$ cat config.mk
export PLATFORM = sky130hd
export DESIGN_NAME = fmps_tx_arbiter
export DESIGN_NICKNAME = d
export VERILOG_FILES = /design/src/rtl/fmps_tx_arbiter.sv
export SDC_FILE = /design/constraint.sdc
export NUM_CORES = 1
export LEC_CHECK = 0
export ABC_CLOCK_PERIOD_IN_PS = 2100
export CAP_MARGIN = 10
export CELL_PAD_IN_SITES_DETAIL_PLACEMENT = 0
export CELL_PAD_IN_SITES_GLOBAL_PLACEMENT = 2
export CORE_UTILIZATION = 18
export DETAILED_ROUTE_END_ITERATION = 6
export GPL_TIMING_DRIVEN = 0
export PLACE_DENSITY_LB_ADDON = 0.1
export SLEW_MARGIN = 10
export SYNTH_ARGS = -nofsm -noshare
export SYNTH_HDL_FRONTEND = slang
export SYNTH_SLANG_ARGS = --single-unit
$ cat constraint.sdc
create_clock -name auroraUserClk -period 2.1 [get_ports auroraUserClk]
set_input_delay 0.315 -clock auroraUserClk [delete_from_list [all_inputs] [get_ports auroraUserClk]]
set_output_delay 0.315 -clock auroraUserClk [all_outputs]
set_load 0.02 [all_outputs]
$ cat src/rtl/fmps_tx_arbiter.sv
// Packet-granular round-robin arbiter sharing one FMPS Aurora TX AXI-Stream link between
// several sources; gates on channel-up, flushes cut packets and counts packets per FA cycle.
module fmps_tx_arbiter #(
    parameter int NUM_SOURCES = 2,
    parameter int CNT_WIDTH   = 8
) (
    input  logic                      auroraUserClk,
    input  logic                      auroraReset,
    input  logic                      auroraFAstrobe,
    input  logic                      auroraChannelUp,
    input  logic [32*NUM_SOURCES-1:0] srcTDATA,
    input  logic [NUM_SOURCES-1:0]    srcTVALID,
    input  logic [NUM_SOURCES-1:0]    srcTLAST,
    output logic [NUM_SOURCES-1:0]    srcTREADY,
    output logic [31:0]               FMPS_TEST_AXI_STREAM_TX_tdata,
    output logic                      FMPS_TEST_AXI_STREAM_TX_tvalid,
    output logic                      FMPS_TEST_AXI_STREAM_TX_tlast,
    input  logic                      FMPS_TEST_AXI_STREAM_TX_tready,
    output logic [NUM_SOURCES-1:0]    grant,
    output logic [CNT_WIDTH-1:0]      packetsLastCycle,
    output logic [CNT_WIDTH-1:0]      abortCount
);
    localparam int PTR_W = $clog2(NUM_SOURCES);

    typedef enum logic [1:0] {IDLE, SEND, FLUSH} state_t;

    state_t               state;
    state_t               nextState;
    logic [PTR_W-1:0]     rrPointer;
    logic [PTR_W-1:0]     winnerIdx;
    logic [PTR_W-1:0]     cand;
    logic [CNT_WIDTH-1:0] pktCount;
    logic [31:0]          srcWord [NUM_SOURCES];
    logic                 ownValid;
    logic                 ownLast;
    logic                 pktDone;
    logic                 pktAbort;

    function automatic logic [CNT_WIDTH-1:0] satInc(input logic [CNT_WIDTH-1:0] v);
        return (&v) ? v : v + CNT_WIDTH'(1);
    endfunction

    always_comb begin
        for (int i = 0; i < NUM_SOURCES; i++) begin
            srcWord[i] = srcTDATA[32*i +: 32];
        end
    end

    // rrPointer always holds the current (or most recent) owner, so it doubles as the mux select.
    assign ownValid = srcTVALID[rrPointer];
    assign ownLast  = srcTLAST[rrPointer];
    assign pktDone  = (state == SEND) && auroraChannelUp && ownValid && ownLast
                      && FMPS_TEST_AXI_STREAM_TX_tready;
    assign pktAbort = (state == SEND) && !auroraChannelUp;

    // Scan downwards so the last hit is the first requester after rrPointer.
    always_comb begin
        winnerIdx = rrPointer;
        cand      = '0;
        for (int k = NUM_SOURCES; k >= 1; k--) begin
            cand = PTR_W'((int'(rrPointer) + k) % NUM_SOURCES);
            if (srcTVALID[cand]) begin
                winnerIdx = cand;
            end
        end
    end

    always_ff @(posedge auroraUserClk or posedge auroraReset) begin
        if (auroraReset) begin
            state <= IDLE;
        end else begin
            state <= nextState;
        end
    end

    always_comb begin
        nextState = state;
        case (state)
            IDLE: begin
                if (auroraChannelUp && (|srcTVALID)) begin
                    nextState = SEND;
                end
            end
            SEND: begin
                if (!auroraChannelUp) begin
                    nextState = (ownValid && ownLast) ? IDLE : FLUSH;
                end else if (pktDone) begin
                    nextState = IDLE;
                end
            end
            FLUSH: begin
                if (ownValid && ownLast) begin
                    nextState = IDLE;
                end
            end
            default: nextState = IDLE;
        endcase
    end

    // On channel loss the owner is drained immediately so the cut word is never replayed.
    always_comb begin
        srcTREADY                      = '0;
        FMPS_TEST_AXI_STREAM_TX_tdata  = '0;
        FMPS_TEST_AXI_STREAM_TX_tvalid = 1'b0;
        FMPS_TEST_AXI_STREAM_TX_tlast  = 1'b0;
        case (state)
            IDLE: begin
                if (!auroraChannelUp) begin
                    srcTREADY = '1;
                end
            end
            SEND: begin
                FMPS_TEST_AXI_STREAM_TX_tdata  = srcWord[rrPointer];
                FMPS_TEST_AXI_STREAM_TX_tlast  = ownLast;
                FMPS_TEST_AXI_STREAM_TX_tvalid = ownValid && auroraChannelUp;
                srcTREADY[rrPointer] = auroraChannelUp ? FMPS_TEST_AXI_STREAM_TX_tready : 1'b1;
            end
            FLUSH: begin
                srcTREADY[rrPointer] = 1'b1;
            end
            default: ;
        endcase
    end

    always_ff @(posedge auroraUserClk or posedge auroraReset) begin
        if (auroraReset) begin
            grant     <= '0;
            rrPointer <= PTR_W'(NUM_SOURCES - 1);
        end else if ((state == IDLE) && (nextState == SEND)) begin
            grant     <= NUM_SOURCES'(1) << winnerIdx;
            rrPointer <= winnerIdx;
        end else if (nextState == IDLE) begin
            grant <= '0;
        end
    end

    // A packet finishing on the strobe cycle belongs to the new interval.
    always_ff @(posedge auroraUserClk or posedge auroraReset) begin
        if (auroraReset) begin
            pktCount         <= '0;
            packetsLastCycle <= '0;
            abortCount       <= '0;
        end else begin
            if (auroraFAstrobe) begin
                packetsLastCycle <= pktCount;
                pktCount         <= pktDone ? CNT_WIDTH'(1) : '0;
            end else if (pktDone) begin
                pktCount <= satInc(pktCount);
            end
            if (pktAbort) begin
                abortCount <= satInc(abortCount);
            end
        end
    end

endmodule

Word level (Yosys, flattened, before mapping)
Cells that the tools add are included.
{"block": "classes", "n_eq_ne": 4, "bitwise_logic": 3, "mul": 0, "magnitude_cmp": 5, "n_shift": 1, "n_div": 0, "n_addsub": 4, "n_reduce_logical": 20, "n_mux": 33}
{"op": "$mux W32", "n": 4}
{"op": "$mux W8", "n": 3}
{"op": "$add A8 B1 Y8 const B", "n": 2}
{"op": "$mux W2", "n": 8}
{"op": "$reduce_and A8 Y1", "n": 2}
{"op": "$mux W1", "n": 15}
{"op": "$pmux W2 S3", "n": 2}
{"op": "$logic_and A1 B1 Y1", "n": 10}
{"op": "$lt A1 B2 Y1 const B", "n": 3}
{"op": "$eq A2 B1 Y1 const B", "n": 2}
{"op": "$logic_not A2 Y1", "n": 2}
{"op": "$reduce_and A2 Y1", "n": 2}
{"op": "$reduce_bool A2 Y1", "n": 2}
{"op": "$add A1 B1 Y1 const B", "n": 2}
{"op": "$and A2 B2 Y2", "n": 1}
{"op": "$eq A2 B2 Y1 const B", "n": 1}
{"op": "$ge A2 B2 Y1 const B", "n": 1}
{"op": "$ne A2 B2 Y1 const B", "n": 1}
{"op": "$not A1 Y2", "n": 1}
{"op": "$reduce_or A2 Y1", "n": 1}
{"op": "$shl A1 B1 Y2 const A", "n": 1}
{"op": "$demux W1 S1", "n": 1}
{"op": "$ge A1 B1 Y1 const B", "n": 1}
{"op": "$logic_not A1 Y1", "n": 1}
{"op": "$not A1 Y1", "n": 1}
{"block": "totals", "rom_bits": 0, "inputBits": 73, "out_inout_bits": 54, "ff_bits": 29, "memories": 0, "ram_bits": 0, "elab_cells": 76, "latch_bits": 0}

Depth between registers and ports, before layout
Gate-level depths: netlist of the first run.
{"block": "logic_depth", "ltp_word": 11, "depth_mapped": 6, "depth_no_buf": 5}

Worst setup path after synthesis of the first run
Ideal clock, no wire load.
{"block": "synth_timing", "path_type": "register to register", "startpoint": "reg rrPointer", "endpoint": "reg pktCount[5]", "arrival_time_ns": 1.987, "path_slack_ns": -0.014, "path_stages_with_launch": 7, "t_required_ns": 1.972, "path_cell_list": "dfstp_2 buf_2 mux2i_1 or4_4 buf_6 nor4_4 mux2_1"}
{"block": "synth_between", "elab_chain_len": 7, "word_cells_on_any_way": 9}
{"item": "start, declared", "line_no": "29", "text": "logic [PTR_W-1:0] rrPointer;"}
{"item": "start signal, assigned", "line_no": "128", "text": "rrPointer <= PTR_W'(NUM_SOURCES - 1);"}
{"item": "start signal, assigned", "line_no": "131", "text": "rrPointer <= winnerIdx;"}
{"item": "$mux W1 (implied by the code) (2 in a row)", "line_no": "50", "text": "assign ownValid = srcTVALID[rrPointer];"}
{"item": "$logic_and A1 B1 Y1", "line_no": "52", "text": "assign pktDone = (state == SEND) && auroraChannelUp && ownValid && ownLast"}
{"item": "$logic_and A1 B1 Y1 (*)", "line_no": "52"}
{"item": "$logic_and A1 B1 Y1 (*)", "line_no": "53", "text": "&& FMPS_TEST_AXI_STREAM_TX_tready;"}
{"item": "$reduce_bool A2 Y1 (no line) (*)"}
{"item": "$reduce_and A2 Y1 (no line) (*)"}
{"item": "end signal, assigned", "line_no": "146", "text": "pktCount <= pktDone ? CNT_WIDTH'(1) : '0;"}
{"item": "end signal, assigned", "line_no": "148", "text": "pktCount <= satInc(pktCount);"}
{"item": "end, declared", "line_no": "32", "text": "logic [CNT_WIDTH-1:0] pktCount;"}
Mark *: on every way between the ends. The rest lies on a longest branch, timed or not. The select of a mux whose other input is x is not followed.
A chain may end at the register's enable or synchronous reset.

Final worst setup path of the first run
{"block": "layout_timing", "startpoint": "in srcTVALID[0]", "endpoint": "reg pktCount[3]"}
{"block": "layout_between", "elab_chain_len": 7}
{"item": "start, declared", "line_no": "12", "text": "input logic [NUM_SOURCES-1:0] srcTVALID,"}
{"item": "$mux W1 (implied by the code) (2 in a row)", "line_no": "50"}
{"item": "$logic_and A1 B1 Y1 (2 in a row)", "line_no": "52"}
{"item": "$logic_and A1 B1 Y1", "line_no": "53"}
{"item": "$reduce_bool A2 Y1 (no line)"}
{"item": "$reduce_and A2 Y1 (no line)"}
No other way between the ends. The select of a mux whose other input is x is not followed.

==> summary.md, run 1 <==
| Metric | Value |
|---|---|
| DRC violations left | `0` |
| R2R Path Start | `rrPointer$_DFFE_PP1P_` |
| RSZ-0062 raised after global routing | `yes` |
| Rel. slew slack | `between 50% and 60%` |
| Tot Pwr | `0.00354 W` |
| Die Ht | `107 um` |
| Fraction of registers with async set/reset | `100%` |
| Most used DFF post-synth | `dfrtp_1` |
| All-Layer GR Usage | `between 10% and 20%` |
| Vias in the first global route | `2104` |
| Compound-cell area share of the yosys netlist | `10.2%` |
| Largest family of logic cells by synthesized area | `multiplexers` |
| Synth Cell Area | `around 2000 um2` |
| Initial antenna violation count | `1` |
| Final WL | `around 7000 um` |
| Hold Vio Cnt, Final | `0` |
| Final GP Congestion | `0.692` |
| Tcrit/Tclk final | `101%` |
| Max rail drop VDD | `0.447 mV` |
| Internal Pwr Total | `0.00203 W` |
| Core Region | `10500 um2` |
| WS Path Type | `in2reg` |
| CTS tree | `done` |
| Worst-path clk slew | `70 ps` |
| Via-to-Cell Ratio | `4.24` |
| Post-synth top cells | `41 x nor2_1, 34 x mux2i_1, 28 x dfrtp_1` |
| Reg area | `728 um2` |
| Outcome | `complete, but fails checks` |
| Clock Latency Late Sink | `280 ps` |
| XOR/XNOR share of the synthesized area | `~2.2%` |
| Largest area contributor in the netlist | `dfrtp_1` |
| Max clock buf depth | `2` |
| Post-synthesis adder-cell area fraction | `under 10%` |
| Max-Cap Viols | `0` |
| Chip width | `107 um` |
| Worst setup startpoint | `srcTVALID[0]` |
| Cell area after layout | `3510 um2` |
| FP Rows | `37` |
| CP Launch Type | `input pin` |
| Largest net degree at the start of global routing | `30` |
| DP Cell Count | `476` |
| Leakage power | `around 1.6 nW` |
| Post-synth EDFFs | `0` |
| Detailed Place HPWL | `5560 um` |
| Via count | `2069` |
| Mean Syn Cell Area | `9.24 um2` |
| Global-route wire length before repair | `roughly 11000 um` |
| Cell Count, Final, Fillers Out | `~490` |
| Avg WL per Cell | `14.3 um` |
| Largest cells by area after synthesis | `dfrtp_1 35%, mux2i_1 17%, nor2_1 7.8%` |
| Part of the power in the clock network | `17.3%` |
| Multiplexer share of the synthesized area | `between 20% and 30%` |
| Clk sinks | `29` |
| Ports | `127` |
| Worst Path Max Fanout | `5` |
| Final setup margin | `-22.0 ps` |
| Total grt overflow | `0` |
| Failing checks | `negative setup slack` |
| Initial Utilization | `18.9%` |
| # port buffers | `125` |
| CTS H-Tree Depth | `2` |
| Syn Inst Count | `215` |
| Power per cell area | `1010 nW/um2` |
| Min Clock Period, post-route | `2120 ps` |
| CTS Hold Buffers Added | `0` |
| Initial DRC Count | `a little under 70` |
| Ys Warns | `0` |
| Net count, final | `between 400 and 500` |
| Pre-CTS WS | `-599 ps` |
| Multi-input gate area | `1190 um2` |
| N_diodes | `0` |
| Area growth, synth to finish | `76.6%` |
| Post-route ant nets | `0` |
| Most frequent cell after synthesis | `nor2_1` |
| Simple-Gate Fraction of Synth Area | `approximately 22%` |
| Met3 wire len | `388 um` |
| Highest routed layer | `met5` |
| Die area | `11500 um2` |
| Yosys cell types | `47` |
| Worst EP required | `roughly 2300 ps` |
| FMAX | `roughly 0.47 GHz` |
| Final hold slack | `435 ps` |
| Clock Tree Root | `clkbuf_8` |
| Wire length on met1 | `approximately 2900 um` |
| Sequential fraction of the synthesis area | `36.6%` |
| Fillers | `around 1100` |
| Syn_nets | `290` |
| Placement Cell Area | `3410 um2` |
| CTS buffer count | `5` |
| Final Setup Violations | `1` |
| Flop pwr share | `22.1%` |
| Switch share | `a little over two fifths` |
| Post-synth top area share | `35.3%` |
| Comb pwr share | `between 60% and 70%` |
| Pins Over Slew Limit | `0` |
| Post-synthesis sequential element count | `29` |
| Hold/Removal Path Class | `in2async` |
| CP arrival | `2330 ps` |
| Clock skew | `9.92 ps` |
| Met2 WL post-DR | `roughly 3700 um` |
| First-pass DRT Iterations | `4` |
| Slew @ Worst Pin | `735 ps` |
| Critical Path End Type | `register` |
| NetSw | `about 0.0015 W` |
| Share of cells above drive strength 1 | `20.5%` |
repair_timing:
item	4_1_cts	5_1_grt
setup endpoints to repair	39	39
pin swaps	5	2
buffers inserted	5	1
resized for setup	71	46
gates cloned	0	0
hold endpoints to repair	0	0
layer usage:
| layer | vias up | global-route usage, % |
|---|---|---|
| met4 | 2 | 2.05 |
| met3 | 7 | 4.01 |
| met2 | 63 | 21.7 |
| met5 | - | 0 |
| met1 | 961 | 14.6 |
| li1 | 1036 | - |
power groups by stage:
stage | sequential (W) | combinational [W] | clock (W)
after CTS | 0.000786 | 0.00223 | 0.000628
after global routing | 0.000809 | 0.00233 | 0.000650
after global placement | 0.000768 | 0.00232 | 0
final | 0.000782 | 0.00214 | 0.000611
after detailed placement | 0.000766 | 0.00230 | 0
after floorplan | 0.000823 | 0.00123 | 0
cell usage in the layout (no fill, tap or decap), types with 2 or more instances in the layout:
cell / n
mux2_2: 9
buf_6: 2
xnor2_1: 4
or4_4: 3
nor2_1: 41
nand4_1: 3
dfrtp_1: 27
a31oi_1: 3
clkdlybuf4s15_2: 2
buf_4: 8
o21ai_0: 4
nand2_1: 11
o41ai_1: 2
clkbuf_8: 6
a21oi_2: 2
nand3_1: 4
nor2b_1: 5
a21oi_1: 7
and3_1: 2
dlygate4sd2_1: 11
ha_1: 2
mux2i_2: 2
inv_1: 6
and2_1: 2
clkbuf_2: 24
clkbuf_1: 4
clkbuf_4: 3
mux2i_1: 32
o31ai_1: 3
nand2b_1: 2
clkdlybuf4s50_1: 88
state kept, by name, indices dropped and copies added (netlist names):
register          cells
packetsLastCycle      8
rrPointer             1
abortCount            8
state                 2
pktCount              8
grant                 2
cell families (layout without fill, tap and decap cells):
family	after synthesis	after routing
adder cells (fa/ha/maj)	2	2
AND/OR/NAND/NOR	84	84
buffers and inverters	21	158
flip-flops	29	29
multiplexers	44	44
XOR/XNOR	5	5
AO/OA/AOI/OAI	30	30
area by class of cell:
class | count | area share (%)
Buffer | 12 | 3.03
Clock buffer | 7 | 2.46
Clock inverter | 1 | 0.856
Inverter | 7 | 0.749
Multi-Input combinational cell | 165 | 34.1
Sequential cell | 29 | 20.8
Tap cell | 136 | 4.85
Timing Repair Buffer | 131 | 33.2
worst max-delay path: stages:
cell	delay [ps]
clkdlybuf4s50_1	580
mux2i_2	110
or4_4	510
buf_4	160
or4_4	510
a21oi_2	140
path summary, 6_finish.rpt:
kind                                               endpoint  slack (ps)  cells past startpoint
max                                 pktCount[3]$_DFFE_PP0P_         -20                      6
min                         packetsLastCycle[6]$_DFFE_PP0P_         430                      2
max reg2reg                         pktCount[3]$_DFFE_PP0P_         -20                      5
min reg2reg                 packetsLastCycle[5]$_DFFE_PP0P_         510                      1
max in group asynchronous                state[0]$_DFF_PP0_        1220                      2
min in group auroraUserClk  packetsLastCycle[5]$_DFFE_PP0P_         510                      1
metrics by stage:
stage                     util, %  TNS (ps)
after floorplan                 -         0
after global placement       32.4    -17740
after detailed placement     32.4    -16760
after CTS                    34.0      -170
after global routing         33.4      -664
final                        33.4     -22.0
Note: power is estimated with default switching activity, not from simulation.
==> inputs of run 2 (changes only) <==
Settings changed: CELL_PAD_IN_SITES_DETAIL_PLACEMENT 0 to unset, CELL_PAD_IN_SITES_GLOBAL_PLACEMENT 2 to unset, CORE_UTILIZATION 18 to 33, PLACE_DENSITY set to 0.77, PLACE_DENSITY_LB_ADDON 0.1 to unset, SKIP_LAST_GASP set to 1.
==> summary.md, run 2 (same netlist as run 1, synthesis figures left out) <==
| Metric | Value |
|---|---|
| Outcome | `finished, final reports clean` |
| Fin util | `63.5% (+30 points)` |
| Initial Utilization | `35.2% (+16 points)` |
| WS Path Type | `reg2reg` |
| Final Setup Violations | `0 (-1)` |
| Rel. slew slack | `31.1% (-19 points)` |
| Hold/Removal Path Class | `in2reg` |
| Worst setup startpoint | `rrPointer$_DFFE_PP1P_` |
| Critical Path End Type | `register` |
| Cell Count, Final, Fillers Out | `424 (-13%)` |
| Min Clock Period, post-route | `2090 ps (-30.8 ps)` |
| Slew @ Worst Pin | `1030 ps (+292 ps)` |
| First-pass DRT Iterations | `4 (unchanged)` |
| Crit path max-delay cell type | `dfstp_2` |
| # port buffers | `125 (unchanged)` |
| Pins Over Slew Limit | `0 (unchanged)` |
| DP Cell Count | `412 (-13%)` |
| Ports | `127 (unchanged)` |
| Detailed Place HPWL | `5160 um (-7.2%)` |
| Hold Path Origin | `srcTVALID[0]` |
| Leakage power | `1.60 nW (-0.37%)` |
| Worst-path clk slew | `60 ps (about the same)` |
| RSZ-0062 raised after global routing | `yes` |
| Max clock buf depth | `2 (unchanged)` |
| CTS tree | `done` |
| Delay-heaviest family, CP | `simple AND/OR/NAND/NOR gates` |
| Final WL | `6870 um (-1.9%)` |
| All-Layer GR Usage | `21.5% (+9.2 points)` |
| Global-route wire length before repair | `10500 um (-3.5%)` |
| Worst r2r path cells | `5 (unchanged)` |
| Max rail drop VDD | `0.712 mV (+59%)` |
| FP Rows | `27 (-27%)` |
| N_diodes | `0 (unchanged)` |
| NetSw | `0.00150 W (about the same)` |
| Switch share | `42.1% (-0.41 points)` |
| Top cell by count, worst path | `or4_4` |
| Hold Vio Cnt, Final | `0 (unchanged)` |
| Final hold slack | `336 ps (-98.7 ps)` |
| Clock Latency Late Sink | `280 ps (about the same)` |
| Comb pwr share | `65.1% (+4.5 points)` |
| Commonest non-fill, non-tap cell in the layout | `clkdlybuf4s50_1` |
| Net count, final | `427 (+0.23%)` |
| Share of cells above drive strength 1 | `23.0% (+2.6 points)` |
| Largest net degree at the start of global routing | `30 (unchanged)` |
| Worst EP required | `2310 ps (about the same)` |
| Worst Path Max Fanout | `7 (+2)` |
| R2R Path Start | `rrPointer$_DFFE_PP1P_` |
| CTS Hold Buffers Added | `0 (unchanged)` |
| Area growth, synth to finish | `80.5%` |
| Most frequent cells in the layout | `86 x clkdlybuf4s50_1, 41 x nor2_1, 30 x mux2i_1` |
| CP arrival | `2300 ps (-30 ps)` |
| Tcrit/Tclk final | `99.6% (-1.5 points)` |
| Clk sinks | `29 (unchanged)` |
| R2R Path End | `pktCount[7]$_DFFE_PP0P_` |
| Initial DRC Count | `104 (+53%)` |
| Final GP Congestion | `0.870 (+26%)` |
| Core Region | `5640 um2 (-46%)` |
| Clock Tree Root | `clkbuf_8` |
| Post-route ant nets | `0 (unchanged)` |
| Die Ht | `79.6 um (-26%)` |
| DRC violations left | `0 (unchanged)` |
| Max-Cap Viols | `0 (unchanged)` |
| CP Launch Type | `register` |
| Via count | `2125 (+2.7%)` |
| Vias in the first global route | `2066 (-1.8%)` |
| Avg WL per Cell | `16.2 um (+13%)` |
| Power per cell area | `996 nW/um2 (-1.2%)` |
| WP buf/inv | `1 (-1)` |
| FMAX | `0.478 GHz (+1.5%)` |
| Via-to-Cell Ratio | `5.01 (+18%)` |
| Part of the power in the clock network | `12.9% (-4.4 points)` |
| CTS H-Tree Depth | `2 (unchanged)` |
| Worst path cell trace | `mux2i_2 -> or4_4 -> buf_6 -> or4_4 -> a21oi_2` |
| Worst hold path endpoint | `rrPointer$_DFFE_PP1P_` |
| Registers with the most flip-flops | `abortCount x8, packetsLastCycle x8, pktCount x8` |
| Hold Path Cell Cnt | `2` |
| Flop pwr share | `22.0% (about the same)` |
| Critical Path Max Stage Delay | `620 ps (+40 ps)` |
| Tot Pwr | `0.00357 W (+0.96%)` |
| Clock skew | `8.66 ps (-1.27 ps)` |
| Total grt overflow | `0 (unchanged)` |
| Internal Pwr Total | `0.00207 W (+1.7%)` |
| Flop2flop setup slack | `9 ps (+30 ps)` |
| Chip width | `79.6 um (-26%)` |
| CTS buffer count | `5 (unchanged)` |
| Die area | `6330 um2 (-45%)` |
| Initial antenna violation count | `0 (-1)` |
[run 2: changes by cell type in the layout (fill, tap and decap cells not counted), moves of 2 or more]
cell             previous run  this run
buf_2                       0         4
buf_4                       8         6
buf_6                       2         4
clkbuf_2                   24         1
clkdlybuf4s15_2             2        24
clkdlybuf4s50_1            88        86
dlygate4sd2_1              11         7
dlymetal6s2s_1              0         2
mux2i_1                    32        30
mux2i_2                     2         4
[run 2: power groups by stage]
| stage | combinational (W) | clock, W | sequential (W) |
|---|---|---|---|
| after detailed placement | 0.00225 | 0 | 0.000764 |
| after CTS | 0.00225 | 0.000469 | 0.000785 |
| after global placement | 0.00222 | 0 | 0.000763 |
| after floorplan | 0.00123 | 0 | 0.000823 |
| after global routing | 0.00248 | 0.000499 | 0.000804 |
| final | 0.00233 | 0.000460 | 0.000786 |
[run 2: area by class of cell]
class / instances / area (um2)
inverters: 7 / 26.3
well taps: 72 / 90.1
repair buffers: 133 / 1340
plain buffers: 11 / 91.3
fillers: 488 / 2060
flip-flops and latches: 29 / 728
multi-input cells: 165 / 1220
clock buffers: 7 / 86.3
[run 2: worst max path at each step]
| stage | endpoint | cells past startpoint | slack [ps] |
|---|---|---|---|
| 2_1_floorplan | pktCount[5]$_DFFE_PP0P_ | 6 | 20 |
| 3_3_place_gp | FMPS_TEST_AXI_STREAM_TX_tdata[16] | 6 | -640 |
| 3_5_place_dp | FMPS_TEST_AXI_STREAM_TX_tdata[16] | 6 | -640 |
| 4_1_cts | FMPS_TEST_AXI_STREAM_TX_tdata[16] | 5 | -110 |
| 5_1_grt | pktCount[7]$_DFFE_PP0P_ | 5 | -50 |
| 6_report | pktCount[7]$_DFFE_PP0P_ | 5 | 9 |
[run 2: routing by layer]
metal,track usage [%],vias to the layer above,routed length [um]
met1,28.5,1009,2940
met2,34.3,62,3460
met3,4.46,14,340
met5,0,-,0
li1,-,1040,-
met4,7.64,0,123
[run 2: per-stage QoR]
stage	TNS, ps	worst slack, ps	area [um2]
6_report	0	8.83	3580
5_1_grt	-229	-45.2	3580
4_1_cts	-220	-115	3510
3_5_place_dp	-14730	-639	3330
3_3_place_gp	-13330	-644	3330
2_1_floorplan	0	15.1	1990
[run 2: repair_timing]
action / CTS / global route
pin swaps: 4 / 5
gates resized for setup: 122 / 21
setup buffers: 3 / 4
gates cloned: 0 / 1
endpoints found under the hold margin: 0 / 0
setup endpoints to repair: 39 / 37
